<file path="src/rtl/uart_rx_shifter_if.sv">
// Receive-side bundle between the RX controller/consumers and uart_rx_shifter.
// The master side drives the line and enable; the slave side is the shifter.
interface uart_rx_shifter_if #(
  parameter int DATA_BITS = 8
);
  logic                 Rx;
  logic                 Shift_Show;
  logic                 Flag;
  logic [DATA_BITS-1:0] Data;
  logic                 Rx_Valid;
  logic                 Frame_Err;
  logic                 Parity_Err;

  modport master (
    output Rx, Shift_Show,
    input  Flag, Data, Rx_Valid, Frame_Err, Parity_Err
  );

  modport slave (
    input  Rx, Shift_Show,
    output Flag, Data, Rx_Valid, Frame_Err, Parity_Err
  );
endinterface

</file>
<file path="src/rtl/uart_rx_shifter.sv">
// UART receive bit-timing and deserialiser: mid-bit sampling, LSB-first assembly, frame/parity status.
// Optional even-parity bit enabled by defining UART_RX_PARITY_EN.
module uart_rx_shifter #(
  parameter int CYCLES_PER_BIT = 5208,
  parameter int DATA_BITS      = 8
) (
  input logic         Clk,
  input logic         Reset,
  uart_rx_shifter_if.slave bus
);
  localparam int CW = $clog2(CYCLES_PER_BIT);
  localparam int BW = $clog2(DATA_BITS);
  localparam logic [CW-1:0] HALF_M1  = CW'(CYCLES_PER_BIT / 2 - 1);
  localparam logic [CW-1:0] FULL_M1  = CW'(CYCLES_PER_BIT - 1);
  localparam logic [BW-1:0] LAST_BIT = BW'(DATA_BITS - 1);

  typedef enum logic [2:0] {
    S_IDLE   = 3'd0,
    S_START  = 3'd1,
    S_DATA   = 3'd2,
`ifdef UART_RX_PARITY_EN
    S_PARITY = 3'd3,
`endif
    S_STOP   = 3'd4,
    S_DONE   = 3'd5
  } state_t;

  state_t               state_q, state_d;
  logic [CW-1:0]        cnt_q, cnt_d;
  logic [BW-1:0]        bit_q, bit_d;
  logic [DATA_BITS-1:0] sh_q, sh_d;
  logic                 ss_q, ss_d;
  logic                 arm_q, arm_d;
  logic                 flag_q, flag_d;
  logic                 valid_q, valid_d;
  logic [DATA_BITS-1:0] data_q, data_d;
  logic                 ferr_q, ferr_d;
`ifdef UART_RX_PARITY_EN
  logic                 par_bad_q, par_bad_d;
  logic                 perr_q, perr_d;
`endif

  always_ff @(posedge Clk or negedge Reset) begin
    if (!Reset) begin
      state_q   <= S_IDLE;
      cnt_q     <= '0;
      bit_q     <= '0;
      sh_q      <= '0;
      ss_q      <= 1'b0;
      arm_q     <= 1'b0;
      flag_q    <= 1'b0;
      valid_q   <= 1'b0;
      data_q    <= '0;
      ferr_q    <= 1'b0;
`ifdef UART_RX_PARITY_EN
      par_bad_q <= 1'b0;
      perr_q    <= 1'b0;
`endif
    end else begin
      state_q   <= state_d;
      cnt_q     <= cnt_d;
      bit_q     <= bit_d;
      sh_q      <= sh_d;
      ss_q      <= ss_d;
      arm_q     <= arm_d;
      flag_q    <= flag_d;
      valid_q   <= valid_d;
      data_q    <= data_d;
      ferr_q    <= ferr_d;
`ifdef UART_RX_PARITY_EN
      par_bad_q <= par_bad_d;
      perr_q    <= perr_d;
`endif
    end
  end

  always_comb begin
    state_d = state_q;
    cnt_d   = cnt_q + CW'(1);
    bit_d   = bit_q;
    sh_d    = sh_q;
    ss_d    = bus.Shift_Show;
    // An enable already high when coming out of reset is not a rising edge.
    arm_d   = arm_q | ~bus.Shift_Show;
    valid_d = 1'b0;
    data_d  = data_q;
    ferr_d  = ferr_q;
`ifdef UART_RX_PARITY_EN
    par_bad_d = par_bad_q;
    perr_d    = perr_q;
`endif
    case (state_q)
      S_IDLE: begin
        cnt_d = '0;
        bit_d = '0;
        sh_d  = '0;
        if (bus.Shift_Show && !ss_q && arm_q) state_d = S_START;
      end
      S_START: begin
        if (!bus.Shift_Show) begin
          state_d = S_IDLE;
        end else if (cnt_q == HALF_M1) begin
          cnt_d   = '0;
          bit_d   = '0;
          state_d = bus.Rx ? S_DONE : S_DATA;
        end
      end
      S_DATA: begin
        if (!bus.Shift_Show) begin
          state_d = S_IDLE;
        end else if (cnt_q == FULL_M1) begin
          cnt_d = '0;
          sh_d  = {bus.Rx, sh_q[DATA_BITS-1:1]};
          if (bit_q == LAST_BIT) begin
`ifdef UART_RX_PARITY_EN
            state_d = S_PARITY;
`else
            state_d = S_STOP;
`endif
          end else begin
            bit_d = bit_q + BW'(1);
          end
        end
      end
`ifdef UART_RX_PARITY_EN
      S_PARITY: begin
        if (!bus.Shift_Show) begin
          state_d = S_IDLE;
        end else if (cnt_q == FULL_M1) begin
          cnt_d     = '0;
          par_bad_d = ^{sh_q, bus.Rx};
          state_d   = S_STOP;
        end
      end
`endif
      S_STOP: begin
        if (!bus.Shift_Show) begin
          state_d = S_IDLE;
        end else if (cnt_q == FULL_M1) begin
          cnt_d   = '0;
          state_d = S_DONE;
          ferr_d  = ~bus.Rx;
          if (bus.Rx) begin
            data_d  = sh_q;
            valid_d = 1'b1;
          end
`ifdef UART_RX_PARITY_EN
          perr_d = par_bad_q;
`endif
        end
      end
      S_DONE:  state_d = S_IDLE;
      default: state_d = S_IDLE;
    endcase
    flag_d = (state_d == S_DONE);
  end

  always_comb begin
    bus.Flag      = flag_q;
    bus.Rx_Valid  = valid_q;
    bus.Data      = data_q;
    bus.Frame_Err = ferr_q;
`ifdef UART_RX_PARITY_EN
    bus.Parity_Err = perr_q;
`else
    bus.Parity_Err = 1'b0;
`endif
  end
endmodule
</file>
<file path="src/flat_wrapper.sv">
// flat-port wrapper written by rule: the top's interface ports become plain ports
module uart_rx_shifter_flat 
#(
  parameter int CYCLES_PER_BIT = 5208,
  parameter int DATA_BITS      = 8
)
  (Clk, Reset, bus_Rx, bus_Shift_Show, bus_Flag, bus_Data, bus_Rx_Valid, bus_Frame_Err, bus_Parity_Err);
  uart_rx_shifter_if #(.DATA_BITS(DATA_BITS)) bus_i ();
  input logic Clk;
  input logic Reset;
  input wire logic [$bits(bus_i.Rx)-1:0] bus_Rx;
  input wire logic [$bits(bus_i.Shift_Show)-1:0] bus_Shift_Show;
  output wire logic [$bits(bus_i.Flag)-1:0] bus_Flag;
  output wire logic [$bits(bus_i.Data)-1:0] bus_Data;
  output wire logic [$bits(bus_i.Rx_Valid)-1:0] bus_Rx_Valid;
  output wire logic [$bits(bus_i.Frame_Err)-1:0] bus_Frame_Err;
  output wire logic [$bits(bus_i.Parity_Err)-1:0] bus_Parity_Err;
  assign bus_i.Rx = bus_Rx;
  assign bus_i.Shift_Show = bus_Shift_Show;
  assign bus_Flag = bus_i.Flag;
  assign bus_Data = bus_i.Data;
  assign bus_Rx_Valid = bus_i.Rx_Valid;
  assign bus_Frame_Err = bus_i.Frame_Err;
  assign bus_Parity_Err = bus_i.Parity_Err;
  uart_rx_shifter #(.CYCLES_PER_BIT(CYCLES_PER_BIT), .DATA_BITS(DATA_BITS)) u_core (.Clk(Clk), .Reset(Reset), .bus(bus_i));
endmodule
</file>
<file path="config.mk">
export PLATFORM = sky130hd
export DESIGN_NAME = uart_rx_shifter_flat
export DESIGN_NICKNAME = d
export VERILOG_FILES = /design/src/rtl/uart_rx_shifter_if.sv /design/src/rtl/uart_rx_shifter.sv /design/src/flat_wrapper.sv
export SDC_FILE = /design/constraint.sdc
export NUM_CORES = 1
export LEC_CHECK = 0
export ABC_AREA = 1
export BUFFER_PORTS_ARGS = -buffer_cell sky130_fd_sc_hd__buf_2
export CAP_MARGIN = 5
export CORE_MARGIN = 2
export CORE_UTILIZATION = 50
export CTS_BUF_LIST = sky130_fd_sc_hd__clkbuf_4
export DETAILED_ROUTE_END_ITERATION = 10
export GPL_ROUTABILITY_DRIVEN = 0
export PLACE_DENSITY_LB_ADDON = 0.25
export SLEW_MARGIN = 0
export SYNTH_ARGS = -nofsm -noshare
export SYNTH_HDL_FRONTEND = slang
export SYNTH_SLANG_ARGS = --single-unit
</file>
<file path="constraint.sdc">
create_clock -name Clk -period 4 [get_ports Clk]
set_input_delay 0.8 -clock Clk [delete_from_list [all_inputs] [get_ports Clk]]
set_output_delay 0.8 -clock Clk [all_outputs]
set_load 0.02 [all_outputs]
</file>
==> impl_results.md, run 1 <==
- Status: complete, no violations
- Worst Tran Pin Value: about 0.85 ns
- Number of flops mapped to enable cells by yosys: 0
- Wire length on met3: 208 µm
- Setup bufs post-CTS: 0
- Core ar.: 4290 µm²
- Drt total wl: between 4 and 5 mm
- Via count: 1817
- Final Skew: ~0.015 ns
- FF-to-FF Start: u_core.cnt_q[0]
- Worst Path Max Fanout: 12
- Internal power: 0.570 mW
- Die width: between 70 and 80 µm
- Worst hold start: u_core.arm_q
- Register area share after synthesis: about 46%
- Setup TNS: 0 ns
- Vias/cell: around 5.1
- Ys async rst share: 100%
- Highest routed layer: met4
- Yosys top cell area share: 45.7%
- Worst skew pair latency: approximately 0.37 ns
- Total track usage: between 10% and 20%
- Synth top area cells: dfrtp_1, nand2_1, nand3_1
- Most frequent cells after synthesis: nand2_1, inv_1, dfrtp_1, nand3_1, nor2_1
- Switching share of power: a little over a quarter
- # setup viols final: 0
- VDD IR max: 0.232 mV
- Worst setup SP type: flop
- Max-cap violations: 0
- Switching Power: 0.209 mW
- Warnings, synthesis: 0
- WL met1: just under 2 mm
- Clk sinks: 40
- Initial core utilization: between 50% and 60%
- Pwr dens: roughly 330 nW/µm²
- Sequential power share: a little over half
- CTS buffer count: 5
- Slew Viols, Final: 0
- Syn Nets: ~300
- CP Launch Point: u_core.cnt_q[0]
- Max-slew headroom: a little over two fifths
- Average size of a mapped cell: between 7 and 8 µm²
- RSZ-0062 raised after global routing: false
- Layout area overhead: 7.48%
- Crit path DAT: between 2 and 2.5 ns
- Crit path kind: flop to flop
- ANT cells: 0
- Initial DRT Pass Iterations: 4
- Post-synth top flop: dfrtp_1
- Top-count cell post-synth: nand2_1
- Leakage power total: ~1.3 nW
- Hold Path Class: flop to flop
- GRT Residual Overflow: 0
- Share of cells above drive strength 1: a little over an eighth
- DRC viols: 0
- Minimum clock period: roughly 1.8 ns
- Crit. End Element: flop
- H-tree levels: 2
- Fin nets: around 310
- Final Util: a little over half
- Bufs on Longest Clock Path: 2
- Met2 WL: approximately 1.8 mm
- DR iter-0 viols: around 160
- Clock share of power: between 30% and 40%
- Number of global-route vias before repair: roughly 1700
- Worst-path clk slew: between 0.1 and 0.15 ns
- First-pass GRT wire length: roughly 7.4 mm
- Initial antenna violation count: 0
- Crit share post-route: 44.6%
- Mapped Cells: 290
- Placed wire-length estimate: between 3 and 4 mm
- Root buffer cell: clkbuf_4
- Post-CTS Hold Buffers: 0
- Netlist cell types: 26
- CP required: between 4 and 5 ns
- Die Height: approximately 70 µm
- Io pins: 16
- DIE AREA: a little under 5000 µm²
- ANT nets after route: 0
- Post-CTS resize count: 0
- Fmax: 560 MHz
- CTS tree: built
- Synth area leader: dfrtp_1
- Comb pwr share: 9.3%
- Num rows: 24
- Largest net degree at the start of global routing: between 40 and 50
- Synth Cell Area: between 2000 and 2500 µm²
- Yosys reg bits: 40
- IO Port Bufs: 14
- Fin. Hold Viols: 0
- Wire per inst: around 12 µm
-- final cells by class --
| cell class | count | area [µm²] |
|---|---|---|
| Clock buffer | 5 | 37.5 |
| Clock inverter | 3 | 47.5 |
| Fill cell | 411 | 1940 |
| Inverter | 54 | 205 |
| Multi-Input combinational cell | 189 | 928 |
| Sequential cell | 40 | 1000 |
| Tap cell | 52 | 65.1 |
| Timing Repair Buffer | 14 | 70.1 |
-- layout by cell type (no fill, tap or decap) --
| cell type | count |
|---|---|
| conb_1 | 1 |
| inv_4 | 1 |
| bufinv_16 | 1 |
| inv_2 | 1 |
| nand2_1 | 61 |
| dfrtp_1 | 40 |
| o21bai_1 | 3 |
| a31oi_1 | 1 |
| buf_2 | 14 |
| clkinv_4 | 2 |
| nand3_2 | 2 |
| nor2_1 | 27 |
| o21ai_0 | 16 |
| inv_1 | 51 |
| or2_2 | 1 |
| clkinv_1 | 1 |
| nor2_2 | 5 |
| clkbuf_4 | 5 |
| nand4_1 | 10 |
| o21ai_2 | 2 |
| nor3_4 | 1 |
| xor2_1 | 2 |
| nor3_1 | 6 |
| a21oi_1 | 3 |
| nand2_2 | 5 |
| nand3_1 | 40 |
| ha_1 | 3 |
-- state kept, by name (all words and copies together) (netlist names) --
signal and flops:
u_core.ss_q 1, u_core.bus.Data 8, u_core.bus.Frame_Err 1, u_core.state_q 3
u_core.bit_q 3, u_core.sh_q 8, u_core.bus.Rx_Valid 1, u_core.arm_q 1
u_core.bus.Flag 1, u_core.cnt_q 13
-- logic make-up after synthesis --
kind of cell | synth area share, %
buffers and inverters | 11.9
AO/OA/AOI/OAI | 6.45
adder cells (fa/ha/maj) | 1.71
XOR/XNOR | 0.800
AND/OR/NAND/NOR | 33.2
flip-flops | 45.7
other | 0.171
-- power groups by stage --
| stage | Sequential (mW) | Combinational [mW] | Clock [mW] |
|---|---|---|---|
| after floorplan | 0.437 | 0.0487 | 0 |
| after global placement | 0.433 | 0.0715 | 0 |
| after global routing | 0.427 | 0.0849 | 0.309 |
| after CTS | 0.425 | 0.0736 | 0.288 |
| after detailed placement | 0.433 | 0.0730 | 0 |
| final | 0.425 | 0.0724 | 0.282 |
-- layer usage --
| metal | track usage [%] | vias up |
|---|---|---|
| met1 | 25.8 | 813 |
| met2 | 29.1 | 46 |
| met4 | 8.33 | 0 |
| met5 | 0 | - |
| li1 | - | 947 |
| met3 | 5.19 | 11 |
-- worst max-delay path, stage by stage, from the launching register on --
cell	delay, ns
dfrtp_1	0.38
ha_1	0.26
nand2_1	0.08
inv_1	0.05
nand2_1	0.04
nor2_1	0.17
nand3_1	0.10
nand2_1	0.16
nand3_2	0.27
nand3_1	0.15
inv_1	0.04
-- through the flow --
stage	hold slack (ns)	setup WS (ns)	area (µm²)	instances	total power [mW]
CTS	0.466	2.18	2350	357	0.788
global placement	0.436	2.11	2270	349	0.504
floorplan	0.414	2.31	2190	290	0.486
finish	0.461	2.21	2350	357	0.779
detailed placement	0.436	2.06	2270	349	0.506
global route	0.496	2.02	2350	357	0.822
-- worst paths after layout --
| check | endpoint | slack [ns] | depth (start not counted) |
|---|---|---|---|
| setup / recovery | u_core.cnt_q[5] | 2.21 | 10 |
| hold / removal | u_core.arm_q | 0.46 | 2 |
| setup reg to reg | u_core.cnt_q[5] | 2.21 | 10 |
| hold reg to reg | u_core.arm_q | 0.46 | 2 |
| max in group asynchronous | u_core.cnt_q[2] | 2.94 | 1 |
| min in group asynchronous | u_core.bus.Data[0] | 0.52 | 1 |
Note: power is estimated with default switching activity, not from simulation.
==> inputs of run 2 (changes only) <==
==> constraint.sdc (replaced) <==
create_clock -name Clk -period 1.6 [get_ports Clk]
set_input_delay 0.32 -clock Clk [delete_from_list [all_inputs] [get_ports Clk]]
set_output_delay 0.32 -clock Clk [all_outputs]
set_load 0.02 [all_outputs]
==> run 2 against run 1 <==
Effect of this change:
- global-route usage is 1.1 points higher
- cell area is 20% higher
- wire length is 24% higher
- total power grew to 2.6 times the previous value
- setup slack worse by 2.2 ns
- clock-buffer cell count stayed put
- die area stayed put
- highest routed layer unchanged
==> impl_results.md, run 2 (synthesized netlist as in run 1, its figures left out) <==
- Register area: 1000 µm² (+0.37%)
- Number of global-route vias before repair: 1825 (+9.9%)
- Final Skew: 0.0163 ns (+0.00158 ns)
- Top reg by flops: u_core.cnt_q
- Leading cell type in the layout, fill and taps excluded: nand2_1
- Clk sinks: 40 (unchanged)
- GRT Residual Overflow: 0 (unchanged)
- DIE AREA: 4930 µm² (unchanged)
- Fmax: 625 MHz (+12%)
- Core ar.: 4290 µm² (unchanged)
- First-pass GRT wire length: 7.85 mm (+6.3%)
- Crit share post-route: 99.9% (+55 points)
- VDD IR max: 0.618 mV (+170%)
- IO Port Bufs: 14 (unchanged)
- Num rows: 24 (unchanged)
- # fillers: 369 (-10%)
- Via count: 2038 (+12%)
- Drt total wl: 5.11 mm (+24%)
- Root buffer cell: clkbuf_4
- Hold Path Class: input pin to flop
- Crit path DAT: 1.90 ns (-0.15 ns)
- Worst Path Max Fanout: 4 (-8)
- Crit-path leading delay family: simple AND/OR/NAND/NOR gates
- Vias/cell: 5.21 (+2.4%)
- Worst setup margin: 0.00115 ns (-2.21 ns)
- RSZ-0062 raised after global routing: true
- CTS buffer count: 5 (unchanged)
- Io pins: 16 (unchanged)
- Total track usage: 20.2% (+1.1 points)
- Share of cells above drive strength 1: 30.1% (+17 points)
- Worst hold start: bus_Rx
- Crit path kind: flop to flop
- Bufs on Longest Clock Path: 2 (unchanged)
- Pwr dens: 712 nW/µm² (+120%)
- Fin. Hold Viols: 0 (unchanged)
- Layout area overhead: 29.0%
- Initial core utilization: 51.0% (unchanged)
- Most frequent cells in the layout: nand2_1, inv_1, dfrtp_1, nand3_1, buf_4
- CP Launch Point: u_core.cnt_q[4]
- # setup viols final: 0 (unchanged)
- Initial DRT Pass Iterations: 4 (unchanged)
- Placed wire-length estimate: 3.44 mm (+14%)
- Buf+Inv Stages, Crit Path: 4 (+2)
- Cells along the critical path: buf_6 -> inv_4 -> buf_4 -> nor3_1 -> nand4_1 -> o21ai_0 -> nand3_1 -> inv_1
- DRC viols: 0 (unchanged)
- Wire per inst: 13.1 µm (+13%)
- Leakage power total: 1.54 nW (+21%)
- Crit-path max cell delay: 0.45 ns (+0.07 ns)
- FF-to-FF Start: u_core.cnt_q[4]
- H-tree levels: 2 (unchanged)
- Status: complete, no violations
- Minimum clock period: 1.60 ns (-0.186 ns)
- Worst skew pair latency: 0.37 ns (about the same)
- DR iter-0 viols: 126 (-22%)
- Initial antenna violation count: 0 (unchanged)
- Die Height: 70.2 µm (unchanged)
- ANT cells: 0 (unchanged)
- CP required: 1.90 ns (-2.36 ns)
- Die width: 70.2 µm (unchanged)
- Worst setup SP type: flop
- Largest register FFs: 13 (unchanged)
- Max-cap violations: 0 (unchanged)
- Largest net degree at the start of global routing: 27 (-34%)
- Crit. End Element: flop
- Final Instance Area: 2830 µm² (+20%)
- Worst-path clk slew: 0.14 ns (about the same)
- ANT nets after route: 0 (unchanged)
- Slowest CP cell: dfrtp_1
- CTS tree: built
- Fin nets: 345 (+11%)
- Placed Area: 2460 µm² (+8.4%)
- Slew Viols, Final: 0 (unchanged)
- Worst slack at placement: -0.0811 ns (-2.14 ns)
- Area of the multi-input gates: 1080 µm² (+17%)
## run 2: changes by cell type in the layout (fill, tap and decap cells not counted), moves of 4 or more
| cell | before | now |
|---|---|---|
| nand2_1 | 61 | 55 |
| nor2_1 | 27 | 22 |
| nand3_1 | 40 | 36 |
| buf_6 | 0 | 4 |
| o21ai_2 | 2 | 8 |
| nor2_2 | 5 | 9 |
| nand2_4 | 0 | 5 |
| buf_4 | 0 | 25 |
| o21ai_0 | 16 | 9 |
## run 2: worst paths after layout
kind | endpoint | slack (ns) | depth (start not counted)
worst max-delay path | u_core.cnt_q[12] | 0.001 | 8
worst min-delay path | u_core.sh_q[7] | 0.21 | 3
worst max register to register | u_core.cnt_q[12] | 0.001 | 8
worst min register to register | u_core.arm_q | 0.47 | 2
max in group asynchronous | u_core.cnt_q[8] | 0.74 | 3
min in group asynchronous | u_core.sh_q[2] | 0.37 | 2
## run 2: worst min-delay path: stages
cell,delay (ns)
buf_2,0.11
nand3_1,0.08
nand2_1,0.06
## run 2: stage by stage
step | utilization [%] | TNS, ns | power (mW) | instances | hold slack [ns]
after global placement | 57.3 | -0.401 | 1.29 | 371 | 0.253
after CTS | 60.3 | 0 | 2.00 | 382 | 0.215
after detailed placement | 57.3 | -0.781 | 1.29 | 371 | 0.257
after global routing | 65.8 | -0.979 | 2.10 | 391 | 0.231
final | 65.8 | 0 | 2.01 | 391 | 0.214
after floorplan | - | 0 | 1.21 | 290 | 0.0244
## run 2: power breakdown
| group | total, mW | switching [mW] | internal (mW) |
|---|---|---|---|
| combinational | 0.250 | 0.159 | 0.0914 |
| sequential | 1.07 | 0.0289 | 1.04 |
| clock | 0.691 | 0.357 | 0.334 |
## run 2: routing by layer
metal | up-vias | global-route usage, % | share of wire, %
li1 | 1022 | - | -
met1 | 941 | 25.7 | 44
met2 | 60 | 32.2 | 49
met3 | 15 | 4.04 | 4.5
met4 | 0 | 11.5 | 2.5
met5 | - | 0 | 0
## run 2: repair_timing
action | CTS | global route
gates cloned | 1 | 1
endpoints found under the setup margin | 12 | 37
pin swaps | 2 | 12
hold endpoints to repair | 14 | 0
resized for setup | 4 | 48
buffers inserted | 1 | 8
hold buffers | 1 | 0
## run 2: layout make-up
type	instances	area share [%]
Clock buffer	5	1.33
Clock inverter	3	1.64
Multi-Input combinational cell	190	38.4
Inverter	54	7.44
Timing Repair Buffer	47	13.4
Sequential cell	40	35.6
Tap cell	52	2.30
==> inputs of run 3 (changes only) <==
--- a/config.mk
+++ b/config.mk
@@ -13,7 +13,7 @@
 export CTS_BUF_LIST = sky130_fd_sc_hd__clkbuf_4
 export DETAILED_ROUTE_END_ITERATION = 10
 export GPL_ROUTABILITY_DRIVEN = 0
-export PLACE_DENSITY_LB_ADDON = 0.25
+export PLACE_DENSITY = 0.7
 export SLEW_MARGIN = 0
 export SYNTH_ARGS = -nofsm -noshare
 export SYNTH_HDL_FRONTEND = slang
==> run 3 against run 2 <==
Effect of this change:
- clock-buffer cell count unchanged
- critical path depth down 1
- clock skew down 0.0093 ns
- sequential share of layout area up 2.1 points
- via count down 4.7%
- total power down 9.2%
- register-to-register slack better by 0.05 ns
- first-iteration DRC count down 4.8%
- critical endpoint is now u_core.cnt_q[9]
- largest power group unchanged
- die area unchanged
- combinational power up 8.0%
- highest routed layer unchanged
- utilization down 3.9 points
- global-route usage down 0.44 points
==> impl_results.md, run 3 (synthesized netlist as in run 1, its figures left out) <==
- Status: complete, no violations
- CTS buffer count: 5 (unchanged)
- IO Port Bufs: 14 (unchanged)
- Initial core utilization: 51.0% (unchanged)
- RSZ-0062 raised after global routing: true
- Share of cells above drive strength 1: 25.5% (-4.6 points)
- First-pass GRT wire length: 7.87 mm (+0.18%)
- Worst skew pair latency: 0.35 ns (-0.02 ns)
- Initial DRT Pass Iterations: 4 (unchanged)
- Total track usage: 19.8% (-0.44 points)
- Num rows: 24 (unchanged)
- Leading cell type in the layout, fill and taps excluded: nand2_1
- # fillers: 366 (-0.81%)
- Final Instance Area: 2660 µm² (-5.9%)
- Final Power: 1.83 mW (-9.2%)
- ANT nets after route: 0 (unchanged)
- DIE AREA: 4930 µm² (unchanged)
- Initial antenna violation count: 0 (unchanged)
- DR iter-0 viols: 120 (-4.8%)
- Dpl cells: 369 (-0.54%)
- CP required: 1.86 ns (-0.04 ns)
- Placed wire-length estimate: 3.27 mm (-5.1%)
- GRT Residual Overflow: 0 (unchanged)
- DRC viols: 0 (unchanged)
- Bufs on Longest Clock Path: 2 (unchanged)
- Root buffer cell: clkbuf_4
- Drt total wl: 4.79 mm (-6.3%)
- Clk sinks: 40 (unchanged)
- Final Util: 61.9% (-3.9 points)
- Crit share post-route: 97.0% (-2.9 points)
- Worst setup SP type: flop
- ANT cells: 0 (unchanged)
- Max-cap violations: 0 (unchanged)
- Most frequent cells in the layout: nand2_1, inv_1, dfrtp_1, nand3_1, nor2_1
- H-tree levels: 2 (unchanged)
- Pwr dens: 688 nW/µm² (-3.4%)
- Via count: 1943 (-4.7%)
- Placed Area: 2440 µm² (-0.61%)
- Minimum clock period: 1.55 ns (-0.0472 ns)
- VDD IR max: 0.481 mV (-22%)
- Core ar.: 4290 µm² (unchanged)
- Layout area overhead: 21.3%
- Final Skew: 0.00706 ns (-0.00928 ns)
- Die Height: 70.2 µm (unchanged)
- Crit path kind: flop to flop
- CTS tree: built
- Number of global-route vias before repair: 1792 (-1.8%)
- Leakage power total: 1.42 nW (-7.5%)
- Vias/cell: 5.10 (-2.2%)
- Largest net degree at the start of global routing: 41 (+52%)
- Fin nets: 335 (-2.9%)
- Hold Path Class: input pin to flop
- Fmax: 644 MHz (+3.0%)
- Worst Path Max Fanout: 4 (unchanged)
- Die width: 70.2 µm (unchanged)
- Wire per inst: 12.6 µm (-3.8%)
- Slew Viols, Final: 0 (unchanged)
- Crit path DAT: 1.81 ns (-0.09 ns)
- Io pins: 16 (unchanged)
- # setup viols final: 0 (unchanged)
- Crit. End Element: flop
- Top reg by flops: u_core.cnt_q
- Post-route non-filler standard cell count: 381 (-2.6%)
- Fin. Hold Viols: 0 (unchanged)
- Largest register FFs: 13 (unchanged)
- Worst-path clk slew: 0.12 ns (-0.02 ns)
run 3: changes by cell type in the layout (fill, tap and decap cells not counted), sizes merged:
cell | previous run | this run
clkinvlp | 1 | 0
bufinv | 1 | 0
clkinv | 1 | 3
buf | 45 | 36
clkbuf | 6 | 5
run 3: per-stage QoR:
step	setup slack, ns	TNS [ns]	hold slack [ns]
global route	-0.0941	-0.704	0.261
detailed placement	-0.0673	-0.712	0.305
finish	0.0483	0	0.223
CTS	0.00132	0	0.218
global placement	-0.0426	-0.400	0.305
floorplan	0.139	0	0.0244
run 3: cell type report:
type,count,area (µm²),share of cell area (%)
Multi-Input combinational cell,190,1060,40.0
Timing Repair Buffer,37,270,10.2
Clock buffer,5,37.5,1.41
Tap cell,52,65.1,2.45
Sequential cell,40,1000,37.7
Clock inverter,3,13.8,0.518
Inverter,54,205,7.72
run 3: routing by layer:
metal | GRT usage [%] | routed length, µm
met5 | 0 | 0
met4 | 7.48 | 129
met3 | 3.61 | 215
met2 | 30.6 | 2260
met1 | 27.8 | 2180
run 3: path summary, 6_finish.rpt:
path                                 start         endpoint  slack (ns)  depth (start not counted)
setup / recovery           u_core.cnt_q[2]  u_core.cnt_q[9]        0.05                          7
hold / removal                      bus_Rx   u_core.sh_q[7]        0.22                          3
setup reg to reg           u_core.cnt_q[2]  u_core.cnt_q[9]        0.05                          7
hold reg to reg               u_core.arm_q     u_core.arm_q        0.46                          2
max in group asynchronous            Reset  u_core.cnt_q[4]        0.95                          3
min in group asynchronous            Reset   u_core.sh_q[0]        0.45                          3
run 3: report_power, final:
group	leakage [nW]	switching, mW	internal [mW]
sequential	0.512	0.0240	1.04
combinational	0.878	0.172	0.0977
clock	0.0324	0.331	0.161
run 3: critical path: stages, from the launching register on:
cell	delay (ns)
dfrtp_1	0.41
buf_4	0.16
nand2_1	0.07
nor2_1	0.14
nand4_1	0.23
or2_2	0.36
nand3_2	0.06
inv_1	0.04
run 3: timing repair:
action	CTS	global route
gates resized for setup	2	30
endpoints found under the hold margin	40	0
gates cloned	0	1
hold buffers	1	0
buffers inserted	0	2
pin swaps	0	10
setup endpoints to repair	13	32
